**config.mk**
```make
export PLATFORM = sky130hd
export DESIGN_NAME = tile_pixel_streamer
export DESIGN_NICKNAME = d
export VERILOG_FILES = /design/src/rtl/tile_pkg.sv /design/src/rtl/tile_row_serializer.sv /design/src/rtl/tile_pixel_streamer.sv
export SDC_FILE = /design/constraint.sdc
export NUM_CORES = 1
export LEC_CHECK = 0
export ABC_AREA = 1
export BUFFER_PORTS_ARGS = -buffer_cell sky130_fd_sc_hd__buf_2
export CORE_MARGIN = 5
export CORE_UTILIZATION = 55
export CTS_CLUSTER_DIAMETER = 30
export CTS_CLUSTER_SIZE = 10
export DETAILED_ROUTE_END_ITERATION = 7
export PLACE_DENSITY = 0.76
export SKIP_CTS_REPAIR_TIMING = 1
export SYNTH_ARGS = -nofsm -noshare
export SYNTH_HDL_FRONTEND = slang
export SYNTH_SLANG_ARGS = --single-unit
```
**constraint.sdc**
```tcl
create_clock -name clk_i -period 3.2 [get_ports clk_i]
set_input_delay 0.8 -clock clk_i [delete_from_list [all_inputs] [get_ports clk_i]]
set_output_delay 0.8 -clock clk_i [all_outputs]
set_load 0.05 [all_outputs]
```
**src/rtl/tile_pkg.sv**
```systemverilog
// Shared types and default geometry for the tile pixel streamer.
package tile_pkg;

   typedef enum logic [2:0] {
      ST_IDLE,
      ST_RD_RAM,
      ST_RD_ROM,
      ST_LOAD,
      ST_HOLD
   } fetch_state_e;

   localparam int unsigned DEF_RAM_DATA_WIDTH = 7;
   localparam int unsigned DEF_RAM_ADDR_WIDTH = 9;
   localparam int unsigned DEF_ROM_ADDR_WIDTH = 12;
   localparam int unsigned DEF_TILES_PER_ROW  = 20;
   localparam int unsigned DEF_TILES_PER_COL  = 15;
   localparam int unsigned DEF_TILE_W         = 32;
   localparam int unsigned DEF_TILE_H         = 32;
   localparam int unsigned DEF_BPP            = 3;

   // Counter width for a modulo-n counter, never narrower than one bit.
   function automatic int unsigned cnt_width(input int unsigned n);
      return (n > 1) ? $clog2(n) : 1;
   endfunction

endpackage

```
**src/rtl/tile_row_serializer.sv**
```systemverilog
// Prefetch buffer plus shift register turning tile rows into a pixel stream.
module tile_row_serializer
   import tile_pkg::*;
#(
   parameter  int unsigned TILE_W   = DEF_TILE_W,
   parameter  int unsigned BPP      = DEF_BPP,
   localparam int unsigned ROW_BITS = TILE_W * BPP
) (
   input  logic                clk_i,
   input  logic                rst_ni,
   input  logic                load_i,
   input  logic [ROW_BITS-1:0] load_data_i,
   input  logic                pix_ready_i,
   output logic [BPP-1:0]      pix_data_o,
   output logic                pix_valid_o,
   output logic                buf_full_o,
   output logic                sh_free_c,
   output logic                last_xfer_c
);

   localparam int unsigned CNT_W = cnt_width(TILE_W);

   logic [ROW_BITS-1:0] buf_q;
   logic [ROW_BITS-1:0] sh_q;
   logic                buf_full_q;
   logic                sh_valid_q;
   logic [CNT_W-1:0]    cnt_q;
   logic                xfer_c;

   assign xfer_c      = sh_valid_q && pix_ready_i;
   assign last_xfer_c = xfer_c && (cnt_q == CNT_W'(TILE_W - 1));
   assign sh_free_c   = !sh_valid_q || last_xfer_c;

   assign pix_data_o  = sh_q[ROW_BITS-1 -: BPP];
   assign pix_valid_o = sh_valid_q;
   assign buf_full_o  = buf_full_q;

   // A freed shifter takes the buffered row first, else a fresh load bypasses the buffer.
   always_ff @(posedge clk_i or negedge rst_ni) begin
      if (!rst_ni) begin
         buf_q      <= '0;
         sh_q       <= '0;
         buf_full_q <= 1'b0;
         sh_valid_q <= 1'b0;
         cnt_q      <= '0;
      end else if (sh_free_c) begin
         if (buf_full_q) begin
            sh_q       <= buf_q;
            sh_valid_q <= 1'b1;
            cnt_q      <= '0;
            buf_full_q <= load_i;
            if (load_i) begin
               buf_q <= load_data_i;
            end
         end else if (load_i) begin
            sh_q       <= load_data_i;
            sh_valid_q <= 1'b1;
            cnt_q      <= '0;
         end else begin
            sh_valid_q <= 1'b0;
         end
      end else begin
         if (xfer_c) begin
            sh_q  <= sh_q << BPP;
            cnt_q <= cnt_q + CNT_W'(1);
         end
         if (load_i) begin
            buf_q      <= load_data_i;
            buf_full_q <= 1'b1;
         end
      end
   end

endmodule

```
**src/rtl/tile_pixel_streamer.sv**
```systemverilog
// Walks the tile map line by line, fetches tile rows from the pixel ROM and streams pixels.
module tile_pixel_streamer
   import tile_pkg::*;
#(
   parameter  int unsigned RAM_DATA_WIDTH = DEF_RAM_DATA_WIDTH,
   parameter  int unsigned RAM_ADDR_WIDTH = DEF_RAM_ADDR_WIDTH,
   parameter  int unsigned ROM_ADDR_WIDTH = DEF_ROM_ADDR_WIDTH,
   parameter  int unsigned TILES_PER_ROW  = DEF_TILES_PER_ROW,
   parameter  int unsigned TILES_PER_COL  = DEF_TILES_PER_COL,
   parameter  int unsigned TILE_W         = DEF_TILE_W,
   parameter  int unsigned TILE_H         = DEF_TILE_H,
   parameter  int unsigned BPP            = DEF_BPP,
   localparam int unsigned ROM_DATA_WIDTH = TILE_W * BPP
) (
   input  logic                      clk_i,
   input  logic                      rst_ni,
   input  logic                      start_i,
   output logic [RAM_ADDR_WIDTH-1:0] ram_addr_o,
   input  logic [RAM_DATA_WIDTH-1:0] ram_data_i,
   output logic [ROM_ADDR_WIDTH-1:0] rom_addr_o,
   input  logic [ROM_DATA_WIDTH-1:0] rom_data_i,
   output logic [BPP-1:0]            pix_data_o,
   output logic                      pix_valid_o,
   input  logic                      pix_ready_i,
   output logic                      busy_o,
   output logic                      frame_done_o
);

   localparam int unsigned COL_W  = cnt_width(TILES_PER_ROW);
   localparam int unsigned ROW_W  = cnt_width(TILE_H);
   localparam int unsigned TROW_W = cnt_width(TILES_PER_COL);

   fetch_state_e              state_q, state_d;
   logic [COL_W-1:0]          col_q, col_d;
   logic [ROW_W-1:0]          row_q, row_d;
   logic [TROW_W-1:0]         trow_q, trow_d;
   logic [RAM_ADDR_WIDTH-1:0] base_q, base_d;
   logic [RAM_ADDR_WIDTH-1:0] ram_addr_q, ram_addr_d;
   logic [ROM_ADDR_WIDTH-1:0] rom_addr_q, rom_addr_d;
   logic                      last_q, last_d;
   logic                      busy_q, busy_d;
   logic                      done_q, done_d;

   logic load_c;
   logic start_c;
   logic col_end_c, row_end_c, trow_end_c;
   logic buf_full;
   logic sh_free_c;
   logic last_xfer_c;

   assign start_c    = start_i && !busy_q && !done_q;
   assign col_end_c  = (col_q == COL_W'(TILES_PER_ROW - 1));
   assign row_end_c  = (row_q == ROW_W'(TILE_H - 1));
   assign trow_end_c = (trow_q == TROW_W'(TILES_PER_COL - 1));

   // ram_addr_o always points at the next tile to fetch, so RD_RAM sees its data.
   always_comb begin
      state_d    = state_q;
      col_d      = col_q;
      row_d      = row_q;
      trow_d     = trow_q;
      base_d     = base_q;
      ram_addr_d = ram_addr_q;
      rom_addr_d = rom_addr_q;
      last_d     = last_q;
      busy_d     = busy_q;
      done_d     = 1'b0;
      load_c     = 1'b0;

      unique case (state_q)
         ST_IDLE: begin
            if (start_c) begin
               state_d = ST_RD_RAM;
               busy_d  = 1'b1;
            end
         end
         ST_RD_RAM: begin
            state_d    = ST_RD_ROM;
            rom_addr_d = ROM_ADDR_WIDTH'(32'(ram_data_i) * TILE_H + 32'(row_q));
         end
         ST_RD_ROM: begin
            state_d = ST_LOAD;
            last_d  = col_end_c && row_end_c && trow_end_c;
            if (!col_end_c) begin
               col_d = col_q + COL_W'(1);
            end else begin
               col_d = '0;
               if (!row_end_c) begin
                  row_d = row_q + ROW_W'(1);
               end else begin
                  row_d = '0;
                  if (trow_end_c) begin
                     trow_d = '0;
                     base_d = '0;
                  end else begin
                     trow_d = trow_q + TROW_W'(1);
                     base_d = base_q + RAM_ADDR_WIDTH'(TILES_PER_ROW);
                  end
               end
            end
            ram_addr_d = base_d + RAM_ADDR_WIDTH'(col_d);
         end
         ST_LOAD: begin
            load_c = 1'b1;
            if (last_q) begin
               state_d = ST_IDLE;
               last_d  = 1'b0;
            end else if (!buf_full && sh_free_c) begin
               state_d = ST_RD_RAM;
            end else begin
               state_d = ST_HOLD;
            end
         end
         ST_HOLD: begin
            if (!buf_full || sh_free_c) begin
               state_d = ST_RD_RAM;
            end
         end
         default: state_d = ST_IDLE;
      endcase

      // Fetching is over once back in IDLE while busy; the frame ends with the final pixel.
      if (busy_q && (state_q == ST_IDLE) && last_xfer_c && !buf_full) begin
         busy_d = 1'b0;
         done_d = 1'b1;
      end
   end

   always_ff @(posedge clk_i or negedge rst_ni) begin
      if (!rst_ni) begin
         state_q    <= ST_IDLE;
         col_q      <= '0;
         row_q      <= '0;
         trow_q     <= '0;
         base_q     <= '0;
         ram_addr_q <= '0;
         rom_addr_q <= '0;
         last_q     <= 1'b0;
         busy_q     <= 1'b0;
         done_q     <= 1'b0;
      end else begin
         state_q    <= state_d;
         col_q      <= col_d;
         row_q      <= row_d;
         trow_q     <= trow_d;
         base_q     <= base_d;
         ram_addr_q <= ram_addr_d;
         rom_addr_q <= rom_addr_d;
         last_q     <= last_d;
         busy_q     <= busy_d;
         done_q     <= done_d;
      end
   end

   assign ram_addr_o   = ram_addr_q;
   assign rom_addr_o   = rom_addr_q;
   assign busy_o       = busy_q;
   assign frame_done_o = done_q;

   tile_row_serializer #(
      .TILE_W (TILE_W),
      .BPP    (BPP)
   ) u_ser (
      .clk_i       (clk_i),
      .rst_ni      (rst_ni),
      .load_i      (load_c),
      .load_data_i (rom_data_i),
      .pix_ready_i (pix_ready_i),
      .pix_data_o  (pix_data_o),
      .pix_valid_o (pix_valid_o),
      .buf_full_o  (buf_full),
      .sh_free_c   (sh_free_c),
      .last_xfer_c (last_xfer_c)
   );

endmodule

```
==> results.sh, run 1 <==
export IMPL_cts_max_path_buffers=3
export IMPL_dieArea_um2=24300
export IMPL_clock_sinks=249
export IMPL_tns_ns=0
export IMPL_cts_buffers=55
export IMPL_die_h_um=156
export IMPL_cts_htree_levels=2
export IMPL_grt_use_total_pct=22.4
export IMPL_synthArstFlopShare_pct=100
export IMPL_worstPathMaxFanout=6
export IMPL_cts_root_buf="clkbuf_16"
export IMPL_area_delta_synth_final_pct=24.9
export IMPL_antenna_found_initial=0
export IMPL_stdcell_area_um2=14600
export IMPL_yosysMostFrequentCell="nand2_1"
export IMPL_drive_gt1_share_pct=17.6
export IMPL_synthesis_area_um2=11700
export IMPL_hold_viol=0
export IMPL_rows=53
export IMPL_synthCells=1394
export IMPL_ant_nets=0
export IMPL_io_buffer_count=133
export IMPL_drv_slew=0
export IMPL_slew_headroom_pct=28.1
export IMPL_ys_seq_area_share_pct=53.3
export IMPL_startpoint_type="flop"
export IMPL_power_w=0.0146
export IMPL_synth_top_cell_by_area="dfrtp_1"
export IMPL_synth_distinct_cells=35
export IMPL_wl_per_cell_um=14.6
export IMPL_finalSetupViolations=0
export IMPL_hpwl_um=16300
export IMPL_num_io_pins=134
export IMPL_drc_errors=0
export IMPL_avgSynthCellArea_um2=8.39
export IMPL_yosys_warnings=0
export IMPL_placed_cell_area_um2=12600
export IMPL_synth_area_top_cells="dfrtp_1, nand2_1, o211ai_1, o21ai_0, a31oi_1"
export IMPL_grt_max_degree=100
export IMPL_leakage_nw=7.05
export IMPL_die_x_um=156
export IMPL_reg2reg_slack_ns=0.23
export IMPL_hold_slack_ns=0.193
export IMPL_vias_per_cell=5.39
export IMPL_synth_common_cells="nand2_1, dfrtp_1, inv_1, o21ai_0, nor2_1"
export IMPL_fin_nets=1634
export IMPL_cts_tree="built"
export IMPL_synth_seq_cells=249
export IMPL_crit_required_ns=3.62
export IMPL_tightest_slew_ns=1.08
export IMPL_core_um2=21000
export IMPL_dr_pass1_iters=5
export IMPL_synth_edf_count=0
export IMPL_grt_pass1_wl_um=45700
export IMPL_crit_path_end_kind="flop"
export IMPL_initial_core_util_pct=55.8
export IMPL_clkLatencyLatePin_ns=0.55
export IMPL_status="finished clean"
export IMPL_gp_congestion=0.871
export IMPL_syn_num_nets=1513
export IMPL_arrival_ns=3.39
export IMPL_irDropWorstVdd_mv=0.507
export IMPL_vias=9888
export IMPL_maxCapViolCount=0
export IMPL_grt_ovfl_total=0
export IMPL_power_density_nw_per_um2=997
export IMPL_wirelength_um=26800
export IMPL_finalCritPeriodShare_pct=92.7
export IMPL_post_route_min_period_ns=2.97
export IMPL_first_global_vias=9798
export IMPL_finClkSkew_ns=0.0120
export IMPL_crit_type="reg -> reg"
export IMPL_clk_pin_slew_worst_paths_ns=0.05
export IMPL_antennaDiodeCount=0
export IMPL_synth_top_area_share_pct=53.3
export IMPL_hp_class="in -> async"
export IMPL_drt_iter0_drc=592
export IMPL_synth_main_ff_cell="dfrtp_1"
export IMPL_fmax_ghz=0.337
## kinds of logic (layout without fill, tap and decap cells)
family	count (synthesis)	after routing	synth area share (%)
flops	249	249	53.3
simple gates	544	544	18.2
xor+xnor	3	3	0.225
mux	8	8	0.770
buf+inv	235	402	8.29
fa+ha+maj	12	12	1.35
compound gates	343	343	17.8
## critical path, cell delays in order, from the launching register on
cell and delay (ns):
dfrtp_1 0.39, ha_1 0.22, nand2_1 0.09, nor2_1 0.05, ha_2 0.20, inv_4 0.08, nor2_2 0.06, nand2_1 0.09
inv_1 0.06, nor2_1 0.09, ha_2 0.20, inv_1 0.07, fa_2 0.37, inv_1 0.06, nand3_1 0.06, nand2_1 0.10
nand2_1 0.07, nand2_1 0.08, nand3_2 0.09, or2_2 0.29, nand3_1 0.07, nand2_1 0.06
## final cells by class
type,count,area [µm²]
multi-input combinational,910,4530
tap,275,344
fill,1633,6350
timing repair buffer,154,946
clock buffer,71,1520
sequential,249,6230
clock inverter,32,479
inverter,145,553
## power breakdown
part	leakage [nW]	internal [W]	switching, W
logic	3.19	0.00117	0.00227
registers	2.89	0.00442	0.000726
clock network	0.972	0.00421	0.00176
## placed cells by master (no fill, tap or decap), types with 6 or more instances in the layout
cell / instances
nand2_1: 370
dfrtp_1: 249
inv_1: 140
o21ai_0: 133
buf_2: 132
nor2_1: 125
a31oi_1: 95
o211ai_1: 93
clkbuf_16: 56
nand3_1: 24
a21oi_1: 14
buf_4: 12
clkinv_2: 11
bufinv_16: 11
ha_1: 9
clkbuf_1: 9
buf_12: 9
mux2_2: 8
nor3_1: 7
nand4_1: 6
clkbuf_8: 6
## layer usage
layer	global-route usage, %	share of wire [%]	vias up
met5	0	0	-
met4	7.25	2.2	0
met3	4.69	5.7	52
met2	37.0	49	256
met1	29.9	43	4698
li1	-	-	4882
## path summary, 6_finish.rpt
path / from / to / cells after the start
hold reg to reg: ram_addr_o[0] / ram_addr_o[0] / 2
min in group clk_i: ram_addr_o[0] / ram_addr_o[0] / 2
setup / recovery: row_q[0] / ram_addr_o[6] / 21
max in group asynchronous: rst_ni / rom_addr_o[4] / 2
setup reg to reg: row_q[0] / ram_addr_o[6] / 21
hold / removal: rst_ni / base_q[8] / 1
## per-stage QoR
stage               std cells  worst slack [ns]  util (%)
finish                   1836             0.232      69.7
global route             1836           -0.0123      69.7
CTS                      1833            0.0654      69.5
global placement         1730             0.223      60.0
floorplan                1394             0.320         -
detailed placement       1730            0.0838      60.0
## registers in the layout, summed over array words and instances (netlist names)
name               count
u_ser.cnt_q            5
u_ser.buf_q           96
row_q                  5
col_q                  5
base_q                 9
u_ser.pix_valid_o      1
ram_addr_o             9
last_q                 1
u_ser.buf_full_o       1
busy_o                 1
frame_done_o           1
u_ser.sh_q            96
rom_addr_o            12
state_q                3
trow_q                 4
(Power assumes the default switching activity.)
==> inputs of run 2 (changes only) <==
--- a/config.mk
+++ b/config.mk
@@ -9,2 +9,3 @@
 export BUFFER_PORTS_ARGS = -buffer_cell sky130_fd_sc_hd__buf_2
+export CORE_ASPECT_RATIO = 0.6
 export CORE_MARGIN = 5
@@ -15,2 +16,3 @@
 export PLACE_DENSITY = 0.76
+export SETUP_SLACK_MARGIN = 0.2
 export SKIP_CTS_REPAIR_TIMING = 1
==> constraint.sdc (replaced) <==
create_clock -name clk_i -period 3.2 [get_ports clk_i]
set_input_delay 0.32 -clock clk_i [delete_from_list [all_inputs] [get_ports clk_i]]
set_output_delay 0.32 -clock clk_i [all_outputs]
set_load 0.05 [all_outputs]
==> run 2 against run 1 <==
Against the previous run: critical path depth did not move; final cell count decreased by 1.6%; non-clock buffer count grew 3; die area grew 0.39%; register-to-register slack better by 0.14 ns; global-route usage up 0.44 points; via count decreased by 1.3%; maximum frequency is 5.0% higher; first-iteration DRC count grew 44%; critical endpoint unchanged.
==> results.sh, run 2 (same netlist as run 1, synthesis figures left out) <==
export IMPL_finalSetupViolations=0
export IMPL_rsz0062_at_grt="false"
export IMPL_stdcell_area_um2=14100
export IMPL_die_h_um=123
export IMPL_cts_root_buf="clkbuf_16"
export IMPL_core_um2=21000
export IMPL_vias=9756
export IMPL_clk_pin_slew_worst_paths_ns=0.05
export IMPL_num_io_pins=134
export IMPL_cts_htree_levels=2
export IMPL_maxCapViolCount=0
export IMPL_grt_pass1_wl_um=45900
export IMPL_drt_iter0_drc=854
export IMPL_layout_common_cells="nand2_1, dfrtp_1, inv_1"
export IMPL_tightest_slew_ns=1.11
export IMPL_cts_buffers=38
export IMPL_wirelength_um=27200
export IMPL_drive_gt1_share_pct=15.9
export IMPL_placed_cell_area_um2=12600
export IMPL_arrival_ns=3.22
export IMPL_clkLatencyLatePin_ns=0.51
export IMPL_dr_pass1_iters=5
export IMPL_tns_ns=0
export IMPL_ant_nets=0
export IMPL_io_buffer_count=133
export IMPL_fillers=1751
export IMPL_cts_tree="built"
export IMPL_hp_class="in -> reg"
export IMPL_wl_per_cell_um=15.1
export IMPL_antenna_found_initial=0
export IMPL_finalCritPeriodShare_pct=88.4
export IMPL_dieArea_um2=24400
export IMPL_die_x_um=198
export IMPL_drv_slew=0
export IMPL_use_met2_pct=32.5
export IMPL_drc_errors=0
export IMPL_busiest_layer="met1"
export IMPL_gp_congestion=0.852
export IMPL_irDropWorstVdd_mv=0.545
export IMPL_grtUsageMet1_pct=36.3
export IMPL_crit_path_end_kind="flop"
export IMPL_first_global_vias=9151
export IMPL_antennaDiodeCount=0
export IMPL_status="finished clean"
export IMPL_crit_type="reg -> reg"
export IMPL_rows=41
export IMPL_fmax_ghz=0.354
export IMPL_hold_viol=0
export IMPL_initial_core_util_pct=55.7
export IMPL_grt_use_total_pct=22.9
export IMPL_grt_ovfl_total=0
export IMPL_power_density_nw_per_um2=937
export IMPL_vias_per_cell=5.40
export IMPL_startpoint_type="flop"
export IMPL_post_route_min_period_ns=2.83
export IMPL_finClkSkew_ns=0.0118
export IMPL_layout_cells_most_common="nand2_1"
export IMPL_hpwl_um=17100
export IMPL_grt_max_degree=104
export IMPL_crit_required_ns=3.59
export IMPL_grt_util_met3_pct=4.17
export IMPL_slew_headroom_pct=25.8
export IMPL_area_delta_synth_final_pct=20.3
export IMPL_worstPathMaxFanout=6
export IMPL_clock_sinks=249
export IMPL_leakage_nw=6.77
export IMPL_cts_max_path_buffers=3
export IMPL_power_w=0.0132
export IMPL_fin_nets=1620
run 2: power breakdown:
part / total, W / switching, W / internal [W]
combinational: 0.00352 / 0.00230 / 0.00122
sequential: 0.00515 / 0.000727 / 0.00442
clock: 0.00452 / 0.00145 / 0.00306
run 2: final cells by class:
type                            count  area, µm²  area share [%]
Clock buffer                       49       1060            7.56
Clock inverter                     17        325            2.31
Inverter                          145        551            3.91
Multi-Input combinational cell    910       4540            32.3
Sequential cell                   249       6230            44.3
Tap cell                          279        349            2.48
Timing Repair Buffer              157       1010            7.17
run 2: worst paths after layout:
path / from / end / slack, ns / cells after the start
min in group asynchronous: rst_ni / u_ser.buf_q[11] / 0.45 / 2
worst max-delay path: row_q[0] / ram_addr_o[6] / 0.37 / 21
worst min register to register: ram_addr_o[3] / ram_addr_o[3] / 0.48 / 2
worst min-delay path: ram_data_i[5] / rom_addr_o[10] / 0.04 / 2
max in group asynchronous: rst_ni / u_ser.sh_q[54] / 1.86 / 3
worst max register to register: row_q[0] / ram_addr_o[6] / 0.37 / 21
run 2: per-stage QoR:
stage,utilization (%),setup WS [ns],std cells,hold slack (ns)
6_report,67.0,0.373,1806,0.0447
3_3_place_gp,60.2,0.222,1737,0.434
2_1_floorplan,-,0.320,1394,0.0244
5_1_grt,67.0,0.213,1806,0.0310
4_1_cts,66.8,0.109,1803,-0.113
3_5_place_dp,60.2,0.110,1737,0.432
run 2: routing by layer:
metal	vias to the layer above	routed length, µm
li1	4843	-
met1	4593	13700
met2	271	11400
met3	49	1600
met4	0	467
met5	-	0
run 2: critical path: stages, from the launching register on:
cell     delay, ns
dfrtp_1       0.39
ha_2          0.19
nand2_1       0.08
nor2_1        0.05
ha_2          0.17
inv_2         0.06
nor2_2        0.06
nand2_1       0.10
inv_1         0.06
nor2_1        0.09
ha_2          0.19
inv_1         0.05
fa_2          0.34
inv_1         0.06
nand3_1       0.06
nand2_1       0.09
nand2_1       0.07
nand2_1       0.07
nand3_1       0.11
or2_2         0.30
nand3_1       0.07
nand2_1       0.05
